File: src/rtl/uart_tx_serializer.sv
// uart_tx_serializer
// Transmit half of the UART-to-APB bridge. Serialises one parallel word onto
// the UART line as: start bit (0), DATA_WIDTH data bits LSB first, an optional
// parity bit, and a stop bit (1). Each bit lasts P clock cycles, where P is the
// prescale value captured when the word is accepted (P = 0 behaves as P = 1).
//
// Ports:
//   clk        oversampled UART clock, rising-edge logic
//   rst        asynchronous active-low reset
//   p_data     word to transmit, captured on accept
//   data_valid transmit request, only honoured while idle
//   par_en     1 = insert a parity bit, captured on accept
//   par_typ    0 = even parity, 1 = odd parity, captured on accept
//   prescale   clock cycles per bit, captured on accept
//   tx_out     serial line, idles high (registered)
//   busy       high while a frame is on the line (registered)
//   data_ack   one-cycle pulse in the first start-bit cycle (registered)
module uart_tx_serializer #(
    parameter int DATA_WIDTH     = 8,
    parameter int PRESCALE_WIDTH = 6
) (
    input  logic                      clk,
    input  logic                      rst,
    input  logic [DATA_WIDTH-1:0]     p_data,
    input  logic                      data_valid,
    input  logic                      par_en,
    input  logic                      par_typ,
    input  logic [PRESCALE_WIDTH-1:0] prescale,
    output logic                      tx_out,
    output logic                      busy,
    output logic                      data_ack
);

    localparam int BIT_W = (DATA_WIDTH > 1) ? $clog2(DATA_WIDTH) : 1;
    localparam logic [BIT_W-1:0] LAST_BIT = BIT_W'(DATA_WIDTH - 1);

    typedef enum logic [2:0] {
        ST_IDLE   = 3'd0,
        ST_START  = 3'd1,
        ST_DATA   = 3'd2,
        ST_PARITY = 3'd3,
        ST_STOP   = 3'd4
    } state_t;

    // Parity bit that makes the total count of ones even (odd = 0) or odd (odd = 1).
    function automatic logic parity_bit(input logic [DATA_WIDTH-1:0] data, input logic odd);
        return (^data) ^ odd;
    endfunction

    state_t                    state_r;
    state_t                    next_state_s;
    logic [PRESCALE_WIDTH-1:0] cnt_r;
    logic [PRESCALE_WIDTH-1:0] cnt_next_s;
    logic [PRESCALE_WIDTH-1:0] last_cnt_r;   // P-1 of the frame in flight
    logic [BIT_W-1:0]          bit_idx_r;
    logic [BIT_W-1:0]          bit_next_s;
    logic [DATA_WIDTH-1:0]     shift_r;
    logic [DATA_WIDTH-1:0]     shift_next_s;
    logic                      par_en_r;
    logic                      par_bit_r;
    logic                      load_s;
    logic                      bit_end_s;
    logic                      tx_next_s;
    logic                      busy_next_s;
    logic                      ack_next_s;

    assign bit_end_s = (cnt_r == last_cnt_r);

    // Next-state, counter and shift-register update for the frame sequencer.
    always_comb begin
        next_state_s = state_r;
        cnt_next_s   = cnt_r;
        bit_next_s   = bit_idx_r;
        shift_next_s = shift_r;
        load_s       = 1'b0;
        ack_next_s   = 1'b0;
        case (state_r)
            ST_IDLE: begin
                if (data_valid) begin
                    next_state_s = ST_START;
                    load_s       = 1'b1;
                    ack_next_s   = 1'b1;
                    shift_next_s = p_data;
                    cnt_next_s   = {PRESCALE_WIDTH{1'b0}};
                    bit_next_s   = {BIT_W{1'b0}};
                end else begin
                    next_state_s = ST_IDLE;
                end
            end
            ST_START: begin
                if (bit_end_s) begin
                    next_state_s = ST_DATA;
                    cnt_next_s   = {PRESCALE_WIDTH{1'b0}};
                    bit_next_s   = {BIT_W{1'b0}};
                end else begin
                    cnt_next_s = cnt_r + PRESCALE_WIDTH'(1);
                end
            end
            ST_DATA: begin
                if (bit_end_s) begin
                    cnt_next_s   = {PRESCALE_WIDTH{1'b0}};
                    shift_next_s = shift_r >> 1'b1;
                    if (bit_idx_r == LAST_BIT) begin
                        next_state_s = par_en_r ? ST_PARITY : ST_STOP;
                        bit_next_s   = {BIT_W{1'b0}};
                    end else begin
                        bit_next_s = bit_idx_r + BIT_W'(1);
                    end
                end else begin
                    cnt_next_s = cnt_r + PRESCALE_WIDTH'(1);
                end
            end
            ST_PARITY: begin
                if (bit_end_s) begin
                    next_state_s = ST_STOP;
                    cnt_next_s   = {PRESCALE_WIDTH{1'b0}};
                end else begin
                    cnt_next_s = cnt_r + PRESCALE_WIDTH'(1);
                end
            end
            ST_STOP: begin
                if (bit_end_s) begin
                    next_state_s = ST_IDLE;
                    cnt_next_s   = {PRESCALE_WIDTH{1'b0}};
                end else begin
                    cnt_next_s = cnt_r + PRESCALE_WIDTH'(1);
                end
            end
            default: begin
                next_state_s = ST_IDLE;
                cnt_next_s   = {PRESCALE_WIDTH{1'b0}};
                bit_next_s   = {BIT_W{1'b0}};
            end
        endcase
    end

    // Line level and busy for the cycle after this edge, derived from the next
    // state so that the outputs can be registered without a cycle of lag.
    always_comb begin
        tx_next_s   = 1'b1;
        busy_next_s = (next_state_s != ST_IDLE);
        case (next_state_s)
            ST_IDLE:   tx_next_s = 1'b1;
            ST_START:  tx_next_s = 1'b0;
            ST_DATA:   tx_next_s = shift_next_s[0];
            ST_PARITY: tx_next_s = par_bit_r;
            ST_STOP:   tx_next_s = 1'b1;
            default:   tx_next_s = 1'b1;
        endcase
    end

    // Sequencer state, counters and data path registers.
    always_ff @(posedge clk or negedge rst) begin
        if (!rst) begin
            state_r   <= ST_IDLE;
            cnt_r     <= {PRESCALE_WIDTH{1'b0}};
            bit_idx_r <= {BIT_W{1'b0}};
            shift_r   <= {DATA_WIDTH{1'b0}};
        end else begin
            state_r   <= next_state_s;
            cnt_r     <= cnt_next_s;
            bit_idx_r <= bit_next_s;
            shift_r   <= shift_next_s;
        end
    end

    // Per-frame configuration captured on accept; zero prescale maps to one cycle per bit.
    always_ff @(posedge clk or negedge rst) begin
        if (!rst) begin
            last_cnt_r <= {PRESCALE_WIDTH{1'b0}};
            par_en_r   <= 1'b0;
            par_bit_r  <= 1'b0;
        end else if (load_s) begin
            last_cnt_r <= (prescale == {PRESCALE_WIDTH{1'b0}}) ? {PRESCALE_WIDTH{1'b0}}
                                                               : prescale - PRESCALE_WIDTH'(1);
            par_en_r   <= par_en;
            par_bit_r  <= parity_bit(p_data, par_typ);
        end else begin
            last_cnt_r <= last_cnt_r;
            par_en_r   <= par_en_r;
            par_bit_r  <= par_bit_r;
        end
    end

    // Registered outputs; the line goes high as soon as reset asserts.
    always_ff @(posedge clk or negedge rst) begin
        if (!rst) begin
            tx_out   <= 1'b1;
            busy     <= 1'b0;
            data_ack <= 1'b0;
        end else begin
            tx_out   <= tx_next_s;
            busy     <= busy_next_s;
            data_ack <= ack_next_s;
        end
    end

endmodule

File: config.mk
export PLATFORM = sky130hd
export DESIGN_NAME = uart_tx_serializer
export DESIGN_NICKNAME = d
export VERILOG_FILES = /design/src/rtl/uart_tx_serializer.sv
export SDC_FILE = /design/constraint.sdc
export NUM_CORES = 1
export LEC_CHECK = 0
export CAP_MARGIN = 40
export CORE_UTILIZATION = 40
export CTS_CLUSTER_DIAMETER = 60
export DETAILED_ROUTE_END_ITERATION = 6
export SLEW_MARGIN = 20
export SYNTH_ARGS = -nofsm -noshare
export SYNTH_HDL_FRONTEND = slang
export SYNTH_SLANG_ARGS = --single-unit
File: constraint.sdc
create_clock -name clk -period 2.2 [get_ports clk]
set_input_delay 0.44 -clock clk [delete_from_list [all_inputs] [get_ports clk]]
set_output_delay 0.44 -clock clk [all_outputs]
set_load 0.02 [all_outputs]
# [Word level (Yosys, flattened, before mapping)]
# Cells that the tools add are included.
[word_totals] regBits=31 out_inout_bits=3 wordCells=60
[classes] addsub=3 n_eq_ne=12 muxes=23 n_bitwise=2 reduce_logical=9
[op_table] cell="$mux W3" n=10
[op_table] cell="$mux W6" n=3
[op_table] cell="$mux W8" n=2
[op_table] cell="$pmux W8 S2" n=1
[op_table] cell="$pmux W3 S5" n=1
[op_table] cell="$eq A3 B2 Y1 const B" n=4
[op_table] cell="$pmux W3 S4" n=1
[op_table] cell="$pmux W6 S2" n=1
[op_table] cell="$reduce_xor A8 Y1" n=1
[op_table] cell="$add A6 B1 Y6 const B" n=1
[op_table] cell="$eq A3 B1 Y1 const B" n=2
[op_table] cell="$eq A3 B3 Y1 const B" n=2
[op_table] cell="$eq A6 B6 Y1" n=1
[op_table] cell="$logic_not A6 Y1" n=1
[op_table] cell="$ne A2 B2 Y1 const B" n=3
[op_table] cell="$sub A6 B1 Y6 const B" n=1
[op_table] cell="$reduce_and A4 Y1" n=1
[op_table] cell="$reduce_or A4 Y1" n=1
[op_table] cell="$add A3 B1 Y3 const B" n=1
[op_table] cell="$logic_not A3 Y1" n=1
[op_table] cell="$mux W1" n=3
[op_table] cell="$pmux W1 S3" n=1
[op_table] cell="$reduce_and A3 Y1" n=1
[op_table] cell="$reduce_bool A3 Y1" n=1
[op_table] cell="other kinds (4)" n=4

# [Depth between registers and ports, before layout]
# Gate-level depths: netlist (run 1).
[logic_depth] depth_word=6 depth_mapped=7 depth_no_buf=7

# [Worst setup path after synthesis (run 1)]
# OpenSTA, ideal clock, no wires.
[synth_timing] path_type="register -> register" start="register cnt_r[0]" end="register bit_idx_r[0]" setup_time_ns=0.064 t_arrival_ns=1.605 required_time_ns=2.136 setup_slack_ns=0.531 stages_incl_launch_ff=8 n_path_buf=1 period_less_slack_ns=1.669 cell_sequence="dfrtp_1 xnor2_1 nand4_1 or2_0 buf_6 o221a_2 nor4_1 a21o_1"
[synth_between] elab_chain_len=3
[synth_lines] item="start, declared" line="52" rtl="logic [PRESCALE_WIDTH-1:0] cnt_r;"
[synth_lines] item="start signal, assigned" line="156" rtl="cnt_r <= {PRESCALE_WIDTH{1'b0}};"
[synth_lines] item="start signal, assigned" line="161" rtl="cnt_r <= cnt_next_s;"
[synth_lines] item="$eq A6 B6 Y1 *" line="67" rtl="assign bit_end_s = (cnt_r == last_cnt_r);"
[synth_lines] item="$ne A2 B2 Y1 (no line)"
[synth_lines] item="$reduce_and A4 Y1 (no line) *"
[synth_lines] item="end signal, assigned" line="157" rtl="bit_idx_r <= {BIT_W{1'b0}};"
[synth_lines] item="end signal, assigned" line="162" rtl="bit_idx_r <= bit_next_s;"
[synth_lines] item="end, declared" line="55" rtl="logic [BIT_W-1:0] bit_idx_r;"
# Mark *: on every way between the ends. The rest lies on a longest branch, timed or not.
# A chain may end at the register's enable or synchronous reset.

# [Worst setup path in the final report (run 1)]
# Same ends and word-level chain as after synthesis.

==> results of run 1 <==
state kept, by name, indices dropped and copies added, names as in the netlist:
name	cells
bit_idx_r	3
data_ack	1
par_bit_r	1
last_cnt_r	6
state_r	3
tx_out	1
par_en_r	1
shift_r	8
busy	1
cnt_r	6
per-layer routing:
layer,part of all wire,up-vias,track usage
li1,-,646,-
met1,0.47,594,0.203
met2,0.48,21,0.268
met3,0.032,5,0.0434
met4,0.017,0,0.0707
met5,0,-,0
cell usage after synthesis (all sizes together) (2+ instances only):
cell type | n | area share
xor2 | 5 | 0.027
nand2 | 33 | 0.076
dfrtp | 30 | 0.46
nand4 | 2 | 0.0077
clkbuf | 2 | 0.0046
nor3 | 6 | 0.022
a22oi | 7 | 0.032
or2 | 2 | 0.0077
o21ai | 11 | 0.034
xnor2 | 18 | 0.097
nand3 | 7 | 0.022
inv | 7 | 0.016
buf | 4 | 0.016
nor2 | 11 | 0.025
ha | 5 | 0.038
a21oi | 3 | 0.0092
final cells by class:
| cell class | count | area (um2) |
|---|---|---|
| fillers | 327 | 1750 |
| multi-input cells | 127 | 788 |
| flip-flops and latches | 31 | 777 |
| repair buffers | 26 | 248 |
| clock buffers | 6 | 82.6 |
| well taps | 48 | 60.1 |
| clock inverters | 2 | 35.0 |
| inverters | 7 | 26.3 |
how the worst max path moves through the flow:
stage,end,slack [ps]
finish,bit_idx_r[0],320
global route,bit_idx_r[0],150
CTS,bit_idx_r[0],330
detailed placement,bit_idx_r[0],340
global placement,shift_r[3],380
floorplan,bit_idx_r[0],530
worst reg2reg max path: cells and delay by family, from the launching register on:
| family | cells | cell delay (ps) |
|---|---|---|
| compound gates | 2 | 470 |
| xor+xnor | 1 | 170 |
| flops | 1 | 440 |
| simple gates | 3 | 740 |
cells by family (layout without fill, tap and decap cells):
family                   Yosys count  in the layout  synth area share
AO/OA/AOI/OAI                     32             32             0.134
XOR/XNOR                          23             23             0.124
adder cells (fa/ha/maj)            5              5            0.0385
buffers and inverters             13             41            0.0370
flip-flops                        31             31             0.478
multiplexers                       1              1           0.00616
AND/OR/NAND/NOR                   66             66             0.182
power by group through the flow:
stage | Sequential, mW | Clock [mW] | Combinational, mW
3_5_place_dp | 0.981 | 0 | 0.872
4_1_cts | 0.970 | 0.589 | 0.878
6_report | 0.968 | 0.578 | 0.870
3_3_place_gp | 0.970 | 0 | 0.851
2_1_floorplan | 0.947 | 0 | 0.654
5_1_grt | 1.00 | 0.613 | 0.985
metrics by stage:
step | cell area [um2] | hold slack, ps
after floorplan | 1630 | 144
after global placement | 1900 | 461
after detailed placement | 1900 | 464
after CTS | 2020 | 480
after global routing | 2020 | 495
final | 2020 | 479
==> flow_summary.ini, run 1 <==
[critical_path]
path_max_fanout = 9
path_class = flop to flop
cpMaxStageDelayCell = dfrtp_1
worst-path-buf-inv = 0
crit_chain = xnor2_1 > nand4_1 > or2_0 > o221a_2 > nor4_1 > a21o_1
startpoint_type = flop
cp_num_cells = 6
r2r-start = cnt_r[0]
reg2reg_slack_ps = 320
endpoint_kind = flop
reg2regPathDepth = 6
arrival_ps = 2100
worstSetupStartpoint = cnt_r[0]
cp.required_ps = 2420
cpPeakStageDelay_ps = 440
critPathTopFamily = simple AND/OR/NAND/NOR gates
reg2reg_to = bit_idx_r[0]

[grt]
grt_overflow = 0
grt_pass1_vias = 1271
grt_pass1_wl_um = 5350
grt_use_total = 0.164
grt_max_degree = 32
antenna_found_initial = 0

[drt]
via_per_inst = 5.13
ant_nets = 0
dr.first_iter.drc_count = 71
wire_per_inst_um = 12.6
num_vias = 1266
finalWirelength_um = 3110
dr.pass1.iters = 4
drc_errors = 0

[placed_design]
gp_congestion = 0.859
portBuffers = 21
dp.cells = 239
dp_slack_ps = 343
hpwlAfterDp_um = 2380

[clocking]
cts_tree = built
clk_path_buf_depth = 2
cts_resized = 0
cts_setup_buffers = 0
cts_hold_buf = 0
clk_latency_ps = 280
cts_root_buf = clkbuf_8
clk_pin_slew_ps = 70
htreeDepth = 2
cts_sinks = 31
cts_buffers = 5

[power_and_ir_drop]
p_per_area_nw_per_um2 = 1200
power_frac_clock = 0.239
p_seq_frac = 0.401
p_leak_nw = 0.885
comb_power_share = 0.360
fin_total_pwr_mw = 2.42
power.internal_mw = 1.58
ir_drop_mv = 0.615
p_sw_frac = 0.344
p_sw_mw = 0.832

[timing]
rsz0062_at_grt = no
max_slew_margin = 0.689
finClkSkew_ps = 5.77
hold_violations = 0
slew_violations = 0
min_period_over_period = 0.855
setup_violations = 0
fmax_mhz = 532
fin_setup_tns_ps = 0
post-route-worst-setup-slack_ps = 320
worst_pin_slew_ps = 467
fin_crit_ps = 1880

[logic_synthesis]
ys_ff_latch = 31
synth_edf_count = 0
syn-cell-area_um2 = 1630
synthFlopType = dfrtp_1
yosys_warnings = 0
ys_seq_area_frac = 0.478
avgSynthCellArea_um2 = 9.50
async_flop_share = 1.00
ys_types = 38
synthCells = 171
syn_nets = 195

[hold_path]
hp-start = shift_r[3]
min_path_cells = 2
min_to = shift_r[3]
hold_path.class = flop to flop

[cells_and_area]
stdcell_count = 247
layout_commonest_cell = nand2_1
fin_util = 0.535
drive_gt1_frac = 0.0854
n_antenna_cell = 0
area_delta_synth_final_pct = 24.1
nets = 222
final_cell_mix = nand2_1, dfrtp_1, clkdlybuf4s50_1

[die]
pin_count = 22
die_w_um = 65.7
rows = 22
coreArea_um2 = 3770
die_area_um2 = 4320
initial_core_util = 0.431
die_y_um = 65.7

[flow_run]
cap_viol_max_count = 0

[status]
outcome = completed
Note: power is estimated with default switching activity, not from simulation.
==> inputs of run 2 (changes only) <==
--- a/config.mk
+++ b/config.mk
@@ -9,7 +9,6 @@
 export CORE_UTILIZATION = 40
 export CTS_CLUSTER_DIAMETER = 60
 export DETAILED_ROUTE_END_ITERATION = 6
-export SLEW_MARGIN = 20
 export SYNTH_ARGS = -nofsm -noshare
 export SYNTH_HDL_FRONTEND = slang
 export SYNTH_SLANG_ARGS = --single-unit
==> results of run 2 <==
Same layout as run 1: the final DEF is identical, and so are final timing and power.
==> variant 1: new RTL, flow settings as in run 1 <==
Add an input register stage for `prescale`, with the module's reset; this delays it by one clock. The other inputs are not delayed to match. Comments in the files are not updated.
--- a/src/rtl/uart_tx_serializer.sv
+++ b/src/rtl/uart_tx_serializer.sv
@@ -44,2 +44,12 @@
 
+    logic [PRESCALE_WIDTH-1:0] prescale_q;
+
+    always_ff @(posedge clk or negedge rst) begin
+        if (!rst) begin
+            prescale_q <= '0;
+        end else begin
+            prescale_q <= prescale;
+        end
+    end
+
     // Parity bit that makes the total count of ones even (odd = 0) or odd (odd = 1).
@@ -173,4 +183,4 @@
         end else if (load_s) begin
-            last_cnt_r <= (prescale == {PRESCALE_WIDTH{1'b0}}) ? {PRESCALE_WIDTH{1'b0}}
-                                                               : prescale - PRESCALE_WIDTH'(1);
+            last_cnt_r <= (prescale_q == {PRESCALE_WIDTH{1'b0}}) ? {PRESCALE_WIDTH{1'b0}}
+                                                               : prescale_q - PRESCALE_WIDTH'(1);
             par_en_r   <= par_en;
Check against the original RTL: not equivalent (Yosys sat finds a counterexample within 4 cycles, from zero or initial values and one cycle with rst low).
==> variant 1 against run 1 <==
Final area is 13% higher. Routed wire length is 14% higher. Maximum frequency is 1.7% lower. Synthesized area is 17% higher. Critical path depth stayed put. First-iteration DRC count is 32% lower. Synthesized cell count is 7.6% higher. Sequential share of layout area is 2.2 points higher. Utilization is 2.3 points lower. Hold slack worse by 0.44 ns. Worst setup slack worse by 0.032 ns. Sequential cell count is 6 higher. Critical endpoint is now bit_idx_r[1]$_DFFE_PN0P_. Largest cell class is now registers.
Power is not compared: it rests on default switching activity, and its combinational part moved more than twofold at a synthesized area within 25%.
==> variant 1: results (changes against run 1) <==
status=finished clean (unchanged); Top FF cell, synth=dfrtp_1 (unchanged); First-pass DRT Iterations=4 (unchanged); Hold Crit Class=in2async (was reg2reg); Overall Global Routing Usage=0.166 (was 0.164); Reg with most FFs=shift_r (unchanged); Synth Net Count=208 (was 195); Commonest cells post-synth=dfrtp_1 (36), nand2_1 (33), xor2_1 (13) (was nand2_1 (33), dfrtp_1 (30), xnor2_1 (18)); Setup Fix Bufs, Post-CTS=0 (unchanged); gpl congestion=0.834 (was 0.859); fin cells=262 (was 247); synth top area cells=dfrtp_1 (47%), nand2_1 (6.5%), xor2_1 (6.0%) (was dfrtp_1 (46%), xnor2_1 (9.7%), nand2_1 (7.6%)); Yosys cell types=39 (was 38); Peak VDD IR=0.256 mV; yosys warns=0 (unchanged); Power Internal=between 0.0009 and 0.001 W; Max FO, Critical Path=9 (unchanged); Yosys top cell area share=0.475 (was 0.462); asr flop ratio synth=1.00 (unchanged); Clock Pin Slew Worst Setup and Hold Paths=0.07 ns (about the same); vias post-DR=1353 (was 1266); Longest Clk Path Bufs=2 (unchanged); DRT iter0 DRCs=48 (was 71); Seq/Total Area, Yosys=0.488 (was 0.478); Placed Cells=254 (was 239); FILL cells=419 (was 327); antenna diode count=0 (unchanged); Synth Instances=184 (was 171); Clock Skew=0.00554 ns (was 0.00577 ns); # H-tree levels=2 (unchanged); WL/cell=13.5 um (was 12.6 um); CTS Buf Count=5 (unchanged); leakage=1.04 nW; Nets=234 (was 222); share of cells above drive strength 1=0.138 (was 0.0854); DP Wirelength=2.68 mm (was 2.38 mm); CTS resizes=0 (unchanged); most numerous cell in the Yosys netlist=dfrtp_1 (was nand2_1); PortBufs=21 (unchanged); largest net degree at the start of global routing=38 (was 32); Tightest Pin Transition=0.406 ns (was 0.467 ns); initial antenna violation count=0 (unchanged); Worst-Skew Late Latency=0.29 ns; global-route wire length before repair=6.36 mm (was 5.35 mm)
## variant 1: power groups by stage
| stage | combinational [W] | sequential, W | clock, W |
|---|---|---|---|
| final | 0.0000926 | 0.000690 | 0.000472 |
| after global routing | 0.000102 | 0.000690 | 0.000518 |
| after CTS | 0.0000886 | 0.000690 | 0.000496 |
| after detailed placement | 0.0000883 | 0.000703 | 0 |
| after global placement | 0.0000865 | 0.000703 | 0 |
| after floorplan | 0.0000352 | 0.000702 | 0 |
## variant 1: per-layer routing
layer	share of wire	global-route usage	up-vias
li1	-	-	676
met5	0	0	-
met3	0.039	0.0484	6
met1	0.46	0.197	647
met4	0.019	0.0733	0
met2	0.49	0.279	24
## variant 1: through the flow
step	worst slack, ns	hold WS [ns]	instance area (sq um)	power, W
after floorplan	0.386	0.144	1900	0.000738
after global placement	0.217	0.463	2160	0.000790
after detailed placement	0.207	0.469	2160	0.000791
after CTS	0.277	0.258	2250	0.00127
after global routing	0.174	0.0515	2270	0.00131
final	0.288	0.0439	2270	0.00125
## variant 1: final timing paths
path	slack (ns)	depth (start not counted)	startpoint	to
setup / recovery	0.29	6	cnt_r[0]$_DFFE_PN0P_	bit_idx_r[1]$_DFFE_PN0P_
max in group asynchronous	1.74	2	rst	shift_r[2]$_DFFE_PN0P_
min in group clk	0.48	1	shift_r[0]$_DFF_PN0_	shift_r[0]$_DFF_PN0_
hold reg to reg	0.48	1	shift_r[0]$_DFF_PN0_	shift_r[0]$_DFF_PN0_
hold / removal	0.04	1	rst	cnt_r[0]$_DFFE_PN0P_
setup reg to reg	0.29	6	cnt_r[0]$_DFFE_PN0P_	bit_idx_r[1]$_DFFE_PN0P_
## variant 1: logic make-up (layout without fill, tap and decap cells)
family / count (synthesis) / count (layout) / share of synthesized area
AOI/OAI and AO/OA: 33 / 33 / 0.126
xor gates and xnor gates: 24 / 24 / 0.111
adders and majority gates: 5 / 5 / 0.0330
buffers and inverters: 12 / 38 / 0.0297
DFF: 37 / 37 / 0.488
muxes: 6 / 6 / 0.0422
and+or+nand+nor: 67 / 67 / 0.170
## variant 1: final cells by class
class                      instances  area [sq um]  share of cell area
clock buffer                       7          86.3              0.0380
sequential                        37           927               0.408
timing repair buffer              26           263               0.116
inverter                           5          18.8             0.00825
multi-input combinational        135           915               0.402
tap                               52          65.1              0.0286
## variant 1: worst max-delay path, stage by stage (launching register included)
cell,delay [ns]
dfrtp_1,0.45
xor2_1,0.27
nor4_4,0.07
buf_4,0.17
and2_4,0.16
a221oi_4,0.33
mux2_4,0.33
==> variant 2: new RTL, settings of run 1 <==
Made on the original files. Change the parameter `DATA_WIDTH` from 8 to 16.
--- a/src/rtl/uart_tx_serializer.sv
+++ b/src/rtl/uart_tx_serializer.sv
@@ -18,3 +18,3 @@
 module uart_tx_serializer #(
-    parameter int DATA_WIDTH     = 8,
+    parameter int DATA_WIDTH     = 16,
     parameter int PRESCALE_WIDTH = 6
Ports: changed (resized p_data); port bits go from 22 to 30. No check against the original RTL was run, so the function may have changed too.
==> variant 2 against run 1 <==
Combinational power rose by 21%. Worst setup slack got worse by 0.052 ns. Synthesized area rose by 32%. Sequential cell count rose by 9. Maximum frequency fell by 2.7%. Power rose by 18%. Final area rose by 31%. Routed wire length rose by 41%.
==> variant 2: results (changes against run 1) <==
status=finished clean (unchanged); r2r setup slk=0.27 ns (was 0.32 ns); Commonest cells post-synth=nand2_1 (54), dfrtp_1 (39), xnor2_1 (16) (was nand2_1 (33), dfrtp_1 (30), xnor2_1 (18)); global-route wire length before repair=7.72 mm (was 5.35 mm); CTS Buf Count=5 (unchanged); max reg flops=16 (was 8); yosys warns=0 (unchanged); worst rel slew slack=0.665 (was 0.689); vias in the first global route=1616 (was 1271); biggest regs=shift_r x16, cnt_r x6, last_cnt_r x6 (was shift_r x8, cnt_r x6, last_cnt_r x6); initial antenna violation count=0 (unchanged); CP max-delay cell=dfrtp_1 (unchanged); Hold Slack=0.194 ns (was 0.479 ns); Critical Path AT=2.11 ns; Worst-Skew Late Latency=0.30 ns (was 0.28 ns); worst r2r src=cnt_r[2]$_DFFE_PN0P_ (was cnt_r[0]$_DFFE_PN0P_); antenna diode count=0 (unchanged); Synth Net Count=258 (was 195); Seq/Total Area, Yosys=0.467 (was 0.478); CTS resizes=0 (unchanged); Max FO, Critical Path=6 (was 9); Setup Fix Bufs, Post-CTS=0 (unchanged); share of cells above drive strength 1=0.0943 (was 0.0854); gpl congestion=0.752 (was 0.859); largest net degree at the start of global routing=41 (was 32); R2R depth=7 (was 6); Hold Crit Class=in2async (was reg2reg); Top FF cell, synth=dfrtp_1 (unchanged); WL/cell=13.1 um (was 12.6 um); Yosys cell types=41 (was 38); FILL cells=512 (was 327); Slowest Stage Delay on Critical Path=0.44 ns (about the same); DP Wirelength=3.18 mm (was 2.38 mm); PortBufs=29 (was 21); synth top area cells=dfrtp_1 (45%), nand2_1 (9.4%), xnor2_1 (6.5%) (was dfrtp_1 (46%), xnor2_1 (9.7%), nand2_1 (7.6%)); leakage=1.18 nW (was 0.885 nW); Peak VDD IR=0.371 mV (was 0.615 mV); DR vias/cell=5.05 (was 5.13); asr flop ratio synth=1.00 (unchanged); DRT iter0 DRCs=103 (was 71); Nets=295 (was 222); Overall Global Routing Usage=0.185 (was 0.164); root buffer cell=clkbuf_8 (unchanged); # H-tree levels=2 (unchanged); Clock Skew=0.00511 ns (was 0.00577 ns); RR Endpoint=bit_idx_r[2]$_DFFE_PN0P_ (was bit_idx_r[0]$_DFFE_PN0P_); pre-CTS setup slack=0.0644 ns (was 0.343 ns); Clock Pin Slew Worst Setup and Hold Paths=0.08 ns; First-pass DRT Iterations=4 (unchanged); Longest Clk Path Bufs=2 (unchanged)
## variant 2: changes by cell type in the layout (fill, tap and decap cells not counted), sizes merged, moves of 4 or more
cell / delta
dfrtp: +9
xor2: +8
inv: -4
nand2: +21
buf: +7
a22oi: +7
clkdlybuf4s50: +7
## variant 2: area by class of cell
class                           count  area [sq um]  area share
Timing Repair Buffer               40           368       0.140
Multi-Input combinational cell    174          1080       0.412
Tap cell                           70          87.6      0.0332
Sequential cell                    40          1000       0.380
Clock inverter                      1          5.00     0.00190
Inverter                            3          11.3     0.00427
Clock buffer                        7          76.3      0.0290
## variant 2: layer usage
| layer | GRT usage | vias up | wire length, um | share of wire |
|---|---|---|---|---|
| met2 | 0.284 | 44 | 1950 | 0.44 |
| met1 | 0.259 | 786 | 2190 | 0.50 |
| li1 | - | 856 | - | - |
| met4 | 0.0556 | 0 | 56 | 0.013 |
| met3 | 0.0482 | 6 | 208 | 0.047 |
| met5 | 0 | - | 0 | 0 |
## variant 2: critical path: cells and delay by family, from the launching register on
kind,cells,cell delay [ns]
compound gates,3,0.59
flops,1,0.44
simple gates,2,0.41
xor+xnor,1,0.19
buf+inv,1,0.19
## variant 2: report_power, final
group          internal, W  switching (W)  leakage [nW]
Combinational     0.000504       0.000549         0.638
Clock             0.000223       0.000260        0.0422
Sequential         0.00106       0.000262         0.501
## variant 2: logic make-up (layout without fill, tap and decap cells)
group	Yosys count	count (layout)	share of synthesized area
simple gates	97	97	0.217
compound gates	43	43	0.142
flops	40	40	0.467
xor+xnor	29	29	0.118
buf+inv	13	51	0.0280
fa+ha+maj	4	4	0.0233
mux	1	1	0.00466
## variant 2: metrics by stage
| step | cell area, sq um | cells |
|---|---|---|
| final | 2640 | 335 |
| after global routing | 2640 | 335 |
| after CTS | 2640 | 335 |
| after detailed placement | 2550 | 327 |
| after global placement | 2550 | 327 |
| after floorplan | 2150 | 227 |
## variant 2: worst max-delay path by stage
stage          cells past startpoint  slack, ns                  endpoint            startpoint
6_report                           7       0.27  bit_idx_r[2]$_DFFE_PN0P_  cnt_r[2]$_DFFE_PN0P_
5_1_grt                            7       0.08          tx_out$_DFF_PN1_  cnt_r[2]$_DFFE_PN0P_
4_1_cts                            7       0.25  bit_idx_r[2]$_DFFE_PN0P_  cnt_r[2]$_DFFE_PN0P_
3_5_place_dp                       9       0.06          tx_out$_DFF_PN1_            data_valid
3_3_place_gp                       9       0.08          tx_out$_DFF_PN1_            data_valid
2_1_floorplan                      7       0.30          tx_out$_DFF_PN1_  cnt_r[2]$_DFFE_PN0P_
